`src/rtl/onehot_sel_decoder.sv`:
```
// Consumer of the rotating one-hot row-select token. It encodes the token to a row index, checks
// its integrity, counts passes and queues indices. Build option: SEL_DEC_MULTIHOT_CHECK_EN.
module onehot_sel_decoder #(
  parameter int unsigned N     = 280,
  parameter int unsigned IDXW  = 9,
  parameter int unsigned PASSW = 16
) (
  input  logic             clk,
  input  logic             rst,
  input  logic [N-1:0]     sel_in,
  input  logic             sel_valid,
  input  logic             clr_err,
  output logic [IDXW-1:0]  idx_out,
  output logic             idx_valid,
  input  logic             idx_ready,
  output logic [PASSW-1:0] pass_cnt,
  output logic             locked,
  output logic             err_zero,
  output logic             err_multi,
  output logic             err_seq,
  output logic             err_ovf
);

  typedef enum logic [0:0] {StIdle, StLocked} state_e;

  localparam logic [IDXW-1:0] LastIdx = IDXW'(N - 1);

  // Stage 1: sampled token
  logic [N-1:0] s1_vec_q;
  logic         s1_valid_q;

  // Stage 2: classification of the sampled token
  logic [IDXW-1:0] s2_idx;
  logic [IDXW-1:0] s2_next_exp;
  logic            s2_zero;
  logic            s2_multi;
  logic            s2_good;

  // Tracker
  state_e           state_q, state_d;
  logic [IDXW-1:0]  expected_q, expected_d;
  logic [PASSW-1:0] pass_q, pass_d;
  logic             push;
  logic             ev_zero;
  logic             ev_seq;

  // Output buffer
  logic [1:0]      count_q, count_d;
  logic [IDXW-1:0] head_q, head_d;
  logic [IDXW-1:0] tail_q, tail_d;
  logic            pop;
  logic            ev_ovf;

  // Sticky flags
  logic err_zero_q, err_zero_d;
  logic err_seq_q, err_seq_d;
  logic err_ovf_q, err_ovf_d;

  // OR-tree encoder: a multi-hot vector yields the OR of its set-bit positions.
  always_comb begin
    s2_idx = '0;
    for (int unsigned i = 0; i < N; i++) begin
      if (s1_vec_q[i]) begin
        s2_idx = s2_idx | IDXW'(i);
      end
    end
  end

  assign s2_zero = ~|s1_vec_q;

`ifdef SEL_DEC_MULTIHOT_CHECK_EN
  logic [IDXW:0] s2_ones;
  logic          ev_multi;
  logic          err_multi_q, err_multi_d;

  always_comb begin
    s2_ones = '0;
    for (int unsigned i = 0; i < N; i++) begin
      s2_ones = s2_ones + {{IDXW{1'b0}}, s1_vec_q[i]};
    end
  end

  assign s2_multi = (s2_ones > (IDXW + 1)'(1));
`else
  assign s2_multi = 1'b0;
`endif

  assign s2_good = ~s2_zero & ~s2_multi;

  // Multi-hot ORs can exceed N-1 when the check is disabled; treat them as the wrap point.
  assign s2_next_exp = (s2_idx >= LastIdx) ? '0 : s2_idx + 1'b1;

  always_comb begin
    state_d    = state_q;
    expected_d = expected_q;
    pass_d     = pass_q;
    push       = 1'b0;
    ev_zero    = 1'b0;
    ev_seq     = 1'b0;
`ifdef SEL_DEC_MULTIHOT_CHECK_EN
    ev_multi   = 1'b0;
`endif
    if (s1_valid_q) begin
      if (!s2_good) begin
        ev_zero = s2_zero;
`ifdef SEL_DEC_MULTIHOT_CHECK_EN
        ev_multi = s2_multi;
`endif
        state_d = StIdle;
      end else begin
        push       = 1'b1;
        expected_d = s2_next_exp;
        state_d    = StLocked;
        if (state_q == StLocked) begin
          if (s2_idx != expected_q) begin
            ev_seq = 1'b1;
          end else if (s2_idx == '0 && pass_q != '1) begin
            // An in-sequence 0 can only follow N-1, so this closes a pass.
            pass_d = pass_q + 1'b1;
          end
        end
      end
    end
  end

  assign idx_valid = |count_q;
  assign pop       = idx_valid & idx_ready;

  always_comb begin
    count_d = count_q;
    head_d  = head_q;
    tail_d  = tail_q;
    ev_ovf  = 1'b0;
    case (count_q)
      2'd0: begin
        if (push) begin
          head_d  = s2_idx;
          count_d = 2'd1;
        end
      end
      2'd1: begin
        if (push && pop) begin
          head_d = s2_idx;
        end else if (push) begin
          tail_d  = s2_idx;
          count_d = 2'd2;
        end else if (pop) begin
          count_d = 2'd0;
        end
      end
      2'd2: begin
        if (pop) begin
          head_d = tail_q;
          if (push) begin
            tail_d = s2_idx;
          end else begin
            count_d = 2'd1;
          end
        end else if (push) begin
          ev_ovf = 1'b1;
        end
      end
      default: count_d = 2'd0;
    endcase
  end

  // A new event in the same cycle as clr_err leaves the flag set.
  always_comb begin
    err_zero_d = (clr_err ? 1'b0 : err_zero_q) | ev_zero;
    err_seq_d  = (clr_err ? 1'b0 : err_seq_q) | ev_seq;
    err_ovf_d  = (clr_err ? 1'b0 : err_ovf_q) | ev_ovf;
`ifdef SEL_DEC_MULTIHOT_CHECK_EN
    err_multi_d = (clr_err ? 1'b0 : err_multi_q) | ev_multi;
`endif
  end

  always_ff @(posedge clk) begin
    if (!rst) begin
      s1_vec_q   <= '0;
      s1_valid_q <= 1'b0;
      state_q    <= StIdle;
      expected_q <= '0;
      pass_q     <= '0;
      count_q    <= 2'd0;
      head_q     <= '0;
      tail_q     <= '0;
      err_zero_q <= 1'b0;
      err_seq_q  <= 1'b0;
      err_ovf_q  <= 1'b0;
    end else begin
      s1_valid_q <= sel_valid;
      if (sel_valid) begin
        s1_vec_q <= sel_in;
      end
      state_q    <= state_d;
      expected_q <= expected_d;
      pass_q     <= pass_d;
      count_q    <= count_d;
      head_q     <= head_d;
      tail_q     <= tail_d;
      err_zero_q <= err_zero_d;
      err_seq_q  <= err_seq_d;
      err_ovf_q  <= err_ovf_d;
    end
  end

`ifdef SEL_DEC_MULTIHOT_CHECK_EN
  always_ff @(posedge clk) begin
    if (!rst) begin
      err_multi_q <= 1'b0;
    end else begin
      err_multi_q <= err_multi_d;
    end
  end

  assign err_multi = err_multi_q;
`else
  assign err_multi = 1'b0;
`endif

  assign idx_out  = head_q;
  assign pass_cnt = pass_q;
  assign locked   = (state_q == StLocked);
  assign err_zero = err_zero_q;
  assign err_seq  = err_seq_q;
  assign err_ovf  = err_ovf_q;

endmodule

```
`config.mk`:
```
export PLATFORM = sky130hd
export DESIGN_NAME = onehot_sel_decoder
export DESIGN_NICKNAME = d
export VERILOG_FILES = /design/src/rtl/onehot_sel_decoder.sv
export SDC_FILE = /design/constraint.sdc
export NUM_CORES = 1
export LEC_CHECK = 0
export ABC_AREA = 1
export CAP_MARGIN = 20
export CORE_ASPECT_RATIO = 0.9
export CORE_MARGIN = 1.5
export CORE_UTILIZATION = 50
export CTS_BUF_LIST = sky130_fd_sc_hd__clkbuf_2
export DETAILED_ROUTE_END_ITERATION = 12
export PLACE_DENSITY_LB_ADDON = 0.12
export SYNTH_ARGS = -nofsm -noshare
export SYNTH_HDL_FRONTEND = slang
export SYNTH_SLANG_ARGS = --single-unit
```
`constraint.sdc`:
```
create_clock -name clk -period 2.65 [get_ports clk]
set_clock_uncertainty 0.2 [all_clocks]
set_input_delay 0.6625 -clock clk [delete_from_list [all_inputs] [get_ports clk]]
set_output_delay 0.6625 -clock clk [all_outputs]
set_load 0.01 [all_outputs]
```
==> summary by stage <==
Outcome
The flow ran to the end, but the final reports show violations. The checks that failed: setup timing.

Power and ir drop
The power density over the cells is 520.0 nW/um2. The portion of total power attributed to sequential cells is 0.481. The share of total power dissipated in combinational logic is 0.211.

Cell internal power was estimated by the tool at 7729 uW. The switching share of power is 0.3176. In this run the power spent charging and discharging nets is 3597 uW. For this design the static power due to leakage is 0.009444 uW.

The clock network fraction of design power is 0.307. VDD sags by at most 305.3 uV.

Final layout
After filler insertion, the fill cell instance count of the layout stands at 2428. In the final layout, the share of cells above drive strength 1 is 0.2221. At the end of the flow, the number of nets in the layout was 3054. The synthesis-to-finish area growth is 45.70%. The non-filler instance count after layout is 3225.

Yosys
The mean instance size in the synthesized netlist is 6.586 um2. Among all flip-flop cells after synthesis, the most frequent one is sky130_fd_sc_hd__dfxtp_1. The synthesized instance count is 2270. Sorting the synthesized cells by area gives the leading types as sky130_fd_sc_hd__dfxtp_1, sky130_fd_sc_hd__nand2_1, sky130_fd_sc_hd__o21ai_0. The post-synthesis instance area is 14950 um2.

The post-synth net total is 2557. The fraction of the yosys area taken by sequential cells is 0.4419. The share of synthesized area in the top cell type comes to 0.4419. After synthesis, the share of flip-flops with an asynchronous set or reset is 0. For this run, the number of Yosys warnings is 0. In this run, synthesis produced a sequential element count of 330.

The largest total area in the synthesized netlist belongs to sky130_fd_sc_hd__dfxtp_1. Counting flops with a built-in enable in the synthesized netlist gives 0. The number of different library cells used by synthesis comes to 37.

GRT
The first global-routing pass estimated 79260 um of wire. For met1 alone, demand over resource in global routing was 0.4374. For this run, the total global-route usage over all layers was measured as 0.3297. The pin count of the biggest net entering global routing is 96. After global routing, the most crowded layer is met2. The overflow left after global routing is 0.

The number of global-route vias before repair is 15564. In the global route stage, met3 resource usage came out at 0.07872. The met2 track utilization from global routing is 0.5133. The initial antenna violation count is 2.

Route
The iteration-0 DRC count of the detailed router is 1241. The routed via count is 16231. After detailed routing, the average wire length per cell comes to 16.04 um.

In the routed design, unresolved DRC markers number 0. The total routed wirelength is 51710 um. The count of TritonRoute iterations in the first routing pass is 7. After detailed routing, the number of vias per cell comes to 5.033.

The residual antenna-violating net count after detailed routing is 0.

Clock tree
The total clock buffers created by CTS is 82. Clock latency on the worst-skew pair, taken at its later pin, is 0.95 ns. The H-tree was split into 3 levels. Clock-pin slew was measured on the worst setup and hold paths at 0.11 ns. The buffer type at the clock tree root is sky130_fd_sc_hd__clkbuf_2. The TritonCTS clock tree is done. The buffer levels on the longest clock path is 3.

The TritonCTS sink count is 330.

Floorplanning
The horizontal die dimension is 185.3 um. The core region is 29160 um2. The die covers 30950 um2. The die is 167.0 um tall.

The number of top-level pins is 316. The initial utilization of the core area, before any placement, comes to 0.5127. In this run the core area contains 59 standard-cell rows.

Worst setup path
The critical path starts at s1_vec_q[223]. Walking the worst path, the cells encountered are nor2_4, buf_4, nand2_1, nor2_1, nand2_1, nor2_2, nand3_2, nor2_4, inv_2, ha_2, nand2_1, inv_1, nor2_1, nand2_1, nand2_1, nand2_2, nand2_4, nand3_2, a21oi_2. The critical register-to-register path endpoint is expected_q[5].

The cell class contributing the biggest share of worst-path delay is simple AND/OR/NAND/NOR gates. The depth of the worst register-to-register path is 19. The most numerous cell on the critical path is sky130_fd_sc_hd__nand2_1.

The worst setup path is captured at a register. Along the worst path, the maximum fanout reaches 5. The stage delay of the slowest cell on the critical path is 0.35 ns.

The worst setup path is launched from a register. The category of the most critical setup path is reg -> reg. The launch instance of the worst register-to-register path is s1_vec_q[223]. The critical path crosses 19 cells after its start point. For the worst setup path, the data required time is 3.30 ns. In this run the worst setup path terminates at expected_q[5]. The slowest stage of the critical path belongs to the cell sky130_fd_sc_hd__dfxtp_2. For the worst setup path, the data arrival time is 3.36 ns.

The number of buffer and inverter instances along the worst setup path is 3. The worst-case register-to-register setup slack is -0.06 ns.

STA
Setup violations remaining at the end of the flow were counted as 10. The hold violation total from the final report came to 0. The fraction of the cycle the final worst path needs is 1.025. Based on the critical path, the design can be clocked at up to 368.3 MHz. In the post-route analysis, the smallest setup slack over all paths is -0.06493 ns. The max-slew violation count is 0. Setup repair after global routing could not meet its margin everywhere. The shortest clock period the worst path allows after layout is 2.715 ns.

Place
In this run the tool buffered the top-level ports with 314 buffer cells. Timing analysis after detailed placement gives a worst setup slack of -0.4179 ns. Including well taps, the total number of placed cells is 3036. The global placement routability congestion is 0.9836. The sum of net half-perimeters after detailed placement is 38590 um.

Hold path
The worst hold path class is in -> reg. The start point of the worst min-delay path is sel_in[151].

Flow run
Across the run, the number of max-cap violations was 0.
[layout by cell type (no fill, tap or decap), types with 3 or more instances in the layout]
master	n
sky130_fd_sc_hd__nor2_1	222
sky130_fd_sc_hd__o21ai_1	7
sky130_fd_sc_hd__nor4_1	3
sky130_fd_sc_hd__clkbuf_2	116
sky130_fd_sc_hd__inv_2	14
sky130_fd_sc_hd__dfxtp_2	33
sky130_fd_sc_hd__nand3_1	85
sky130_fd_sc_hd__nand3_2	23
sky130_fd_sc_hd__nor2_2	87
sky130_fd_sc_hd__buf_6	17
sky130_fd_sc_hd__nand4_1	41
sky130_fd_sc_hd__nand2_2	48
sky130_fd_sc_hd__nor3_4	4
sky130_fd_sc_hd__nand3_4	5
sky130_fd_sc_hd__nor2_4	77
sky130_fd_sc_hd__a21oi_1	19
sky130_fd_sc_hd__dfxtp_4	5
sky130_fd_sc_hd__nor3_1	10
sky130_fd_sc_hd__a21oi_2	3
sky130_fd_sc_hd__buf_4	138
sky130_fd_sc_hd__clkdlybuf4s50_1	284
sky130_fd_sc_hd__dfxtp_1	292
sky130_fd_sc_hd__xor2_1	3
sky130_fd_sc_hd__nand2_1	517
sky130_fd_sc_hd__buf_12	16
sky130_fd_sc_hd__o21ai_0	295
sky130_fd_sc_hd__clkinv_1	20
sky130_fd_sc_hd__clkinv_2	4
sky130_fd_sc_hd__nand2_4	16
sky130_fd_sc_hd__buf_16	3
sky130_fd_sc_hd__dlygate4sd2_1	29
sky130_fd_sc_hd__inv_1	363
[cells by family (layout without fill, tap and decap cells)]
| family | after synthesis | after routing | share of synthesized area |
|---|---|---|---|
| fa+ha+maj | 2 | 2 | 0.001674 |
| flops | 330 | 330 | 0.4419 |
| compound gates | 329 | 329 | 0.1112 |
| xor+xnor | 3 | 3 | 0.001758 |
| other cells | 1 | 3 | 0.0002508 |
| simple gates | 1147 | 1150 | 0.3252 |
| buf+inv | 458 | 1012 | 0.1179 |
[final cells by class]
type                            count  area [um2]  share of cell area
Multi-Input combinational cell   1485        7669              0.3521
Sequential cell                   330        6666              0.3061
Timing Repair Buffer              489        4762              0.2186
Inverter                          379        1435             0.06589
Clock buffer                      116       580.6             0.02665
Tap cell                          396       495.5             0.02275
Clock inverter                     28       167.7            0.007698
Antenna cell                        2       5.005           0.0002298
[state kept, by name (all words and copies together) (netlist names)]
signal / cells
err_zero: 1
pass_cnt: 16
locked: 1
expected_q: 9
tail_q: 9
err_ovf: 1
s1_valid_q: 1
count_q: 2
err_seq: 1
s1_vec_q: 280
idx_out: 9
[per-layer routing]
layer  routed length, um  up-vias
met5                   0        -
met2               23290      692
met1               22170     7378
met4                1479        0
met3                4766      112
li1                    -     8049
[cells in the mapped netlist, types with 2 or more instances]
cell and instances:
sky130_fd_sc_hd__clkbuf_1 66, sky130_fd_sc_hd__nor4_1 4, sky130_fd_sc_hd__nand2_1 568, sky130_fd_sc_hd__nand3b_1 2
sky130_fd_sc_hd__ha_1 2, sky130_fd_sc_hd__buf_1 4, sky130_fd_sc_hd__and2_1 2, sky130_fd_sc_hd__inv_1 368
sky130_fd_sc_hd__o21bai_1 2, sky130_fd_sc_hd__nand4_1 41, sky130_fd_sc_hd__a21oi_1 22, sky130_fd_sc_hd__nor2_2 41
sky130_fd_sc_hd__nor3_1 12, sky130_fd_sc_hd__o21ai_1 2, sky130_fd_sc_hd__nand3_1 108, sky130_fd_sc_hd__inv_2 10
sky130_fd_sc_hd__nor2_4 8, sky130_fd_sc_hd__xor2_1 3, sky130_fd_sc_hd__buf_6 2, sky130_fd_sc_hd__o21ai_0 300
sky130_fd_sc_hd__nor3_2 3, sky130_fd_sc_hd__buf_4 4, sky130_fd_sc_hd__nor2_1 337, sky130_fd_sc_hd__buf_2 2
sky130_fd_sc_hd__nor3b_1 3, sky130_fd_sc_hd__nand2_2 10, sky130_fd_sc_hd__nand3_2 5, sky130_fd_sc_hd__dfxtp_1 330
[tightest hold or removal path, stage by stage]
cell                              delay [ns]
sky130_fd_sc_hd__clkdlybuf4s50_1        0.39
sky130_fd_sc_hd__nand2_1                0.06
sky130_fd_sc_hd__o21ai_0                0.06
[per-stage QoR]
step,TNS [ns],utilization,power (uW),hold WS (ns),cell area (um2)
floorplan,0,-,6431,0.2436,14950
global placement,-13.30,0.6664,7579,0.2489,19430
detailed placement,-15.21,0.6664,7601,0.2550,19430
CTS,-0.002085,0.7127,11110,0.009878,20780
global route,-3.228,0.7469,11870,0.03701,21780
finish,-0.2682,0.7470,11330,0.07475,21780
[repair_timing]
item | CTS | global route
pin swaps | 38 | 105
endpoints found under the setup margin | 77 | 48
hold buffers | 0 | 0
buffers inserted | 15 | 23
gates resized for setup | 152 | 253
gates cloned | 5 | 3
[worst min path at each step]
stage | endpoint | depth (start not counted) | slack [ns]
floorplan | expected_q[0] | 2 | 0.24
global placement | idx_out[0] | 2 | 0.25
detailed placement | idx_out[3] | 2 | 0.26
CTS | s1_vec_q[151] | 3 | 0.01
global route | s1_vec_q[176] | 3 | 0.04
finish | s1_vec_q[151] | 3 | 0.07
[power by group through the flow]
stage                     combinational (uW)  clock [uW]  sequential, uW
final                                   2390        3480            5450
after global routing                    2600        3780            5480
after CTS                               2170        3520            5420
after detailed placement                2080           0            5520
after global placement                  2070           0            5510
after floorplan                          939           0            5490
No activity file was read; power rests on OpenSTA's default activity.
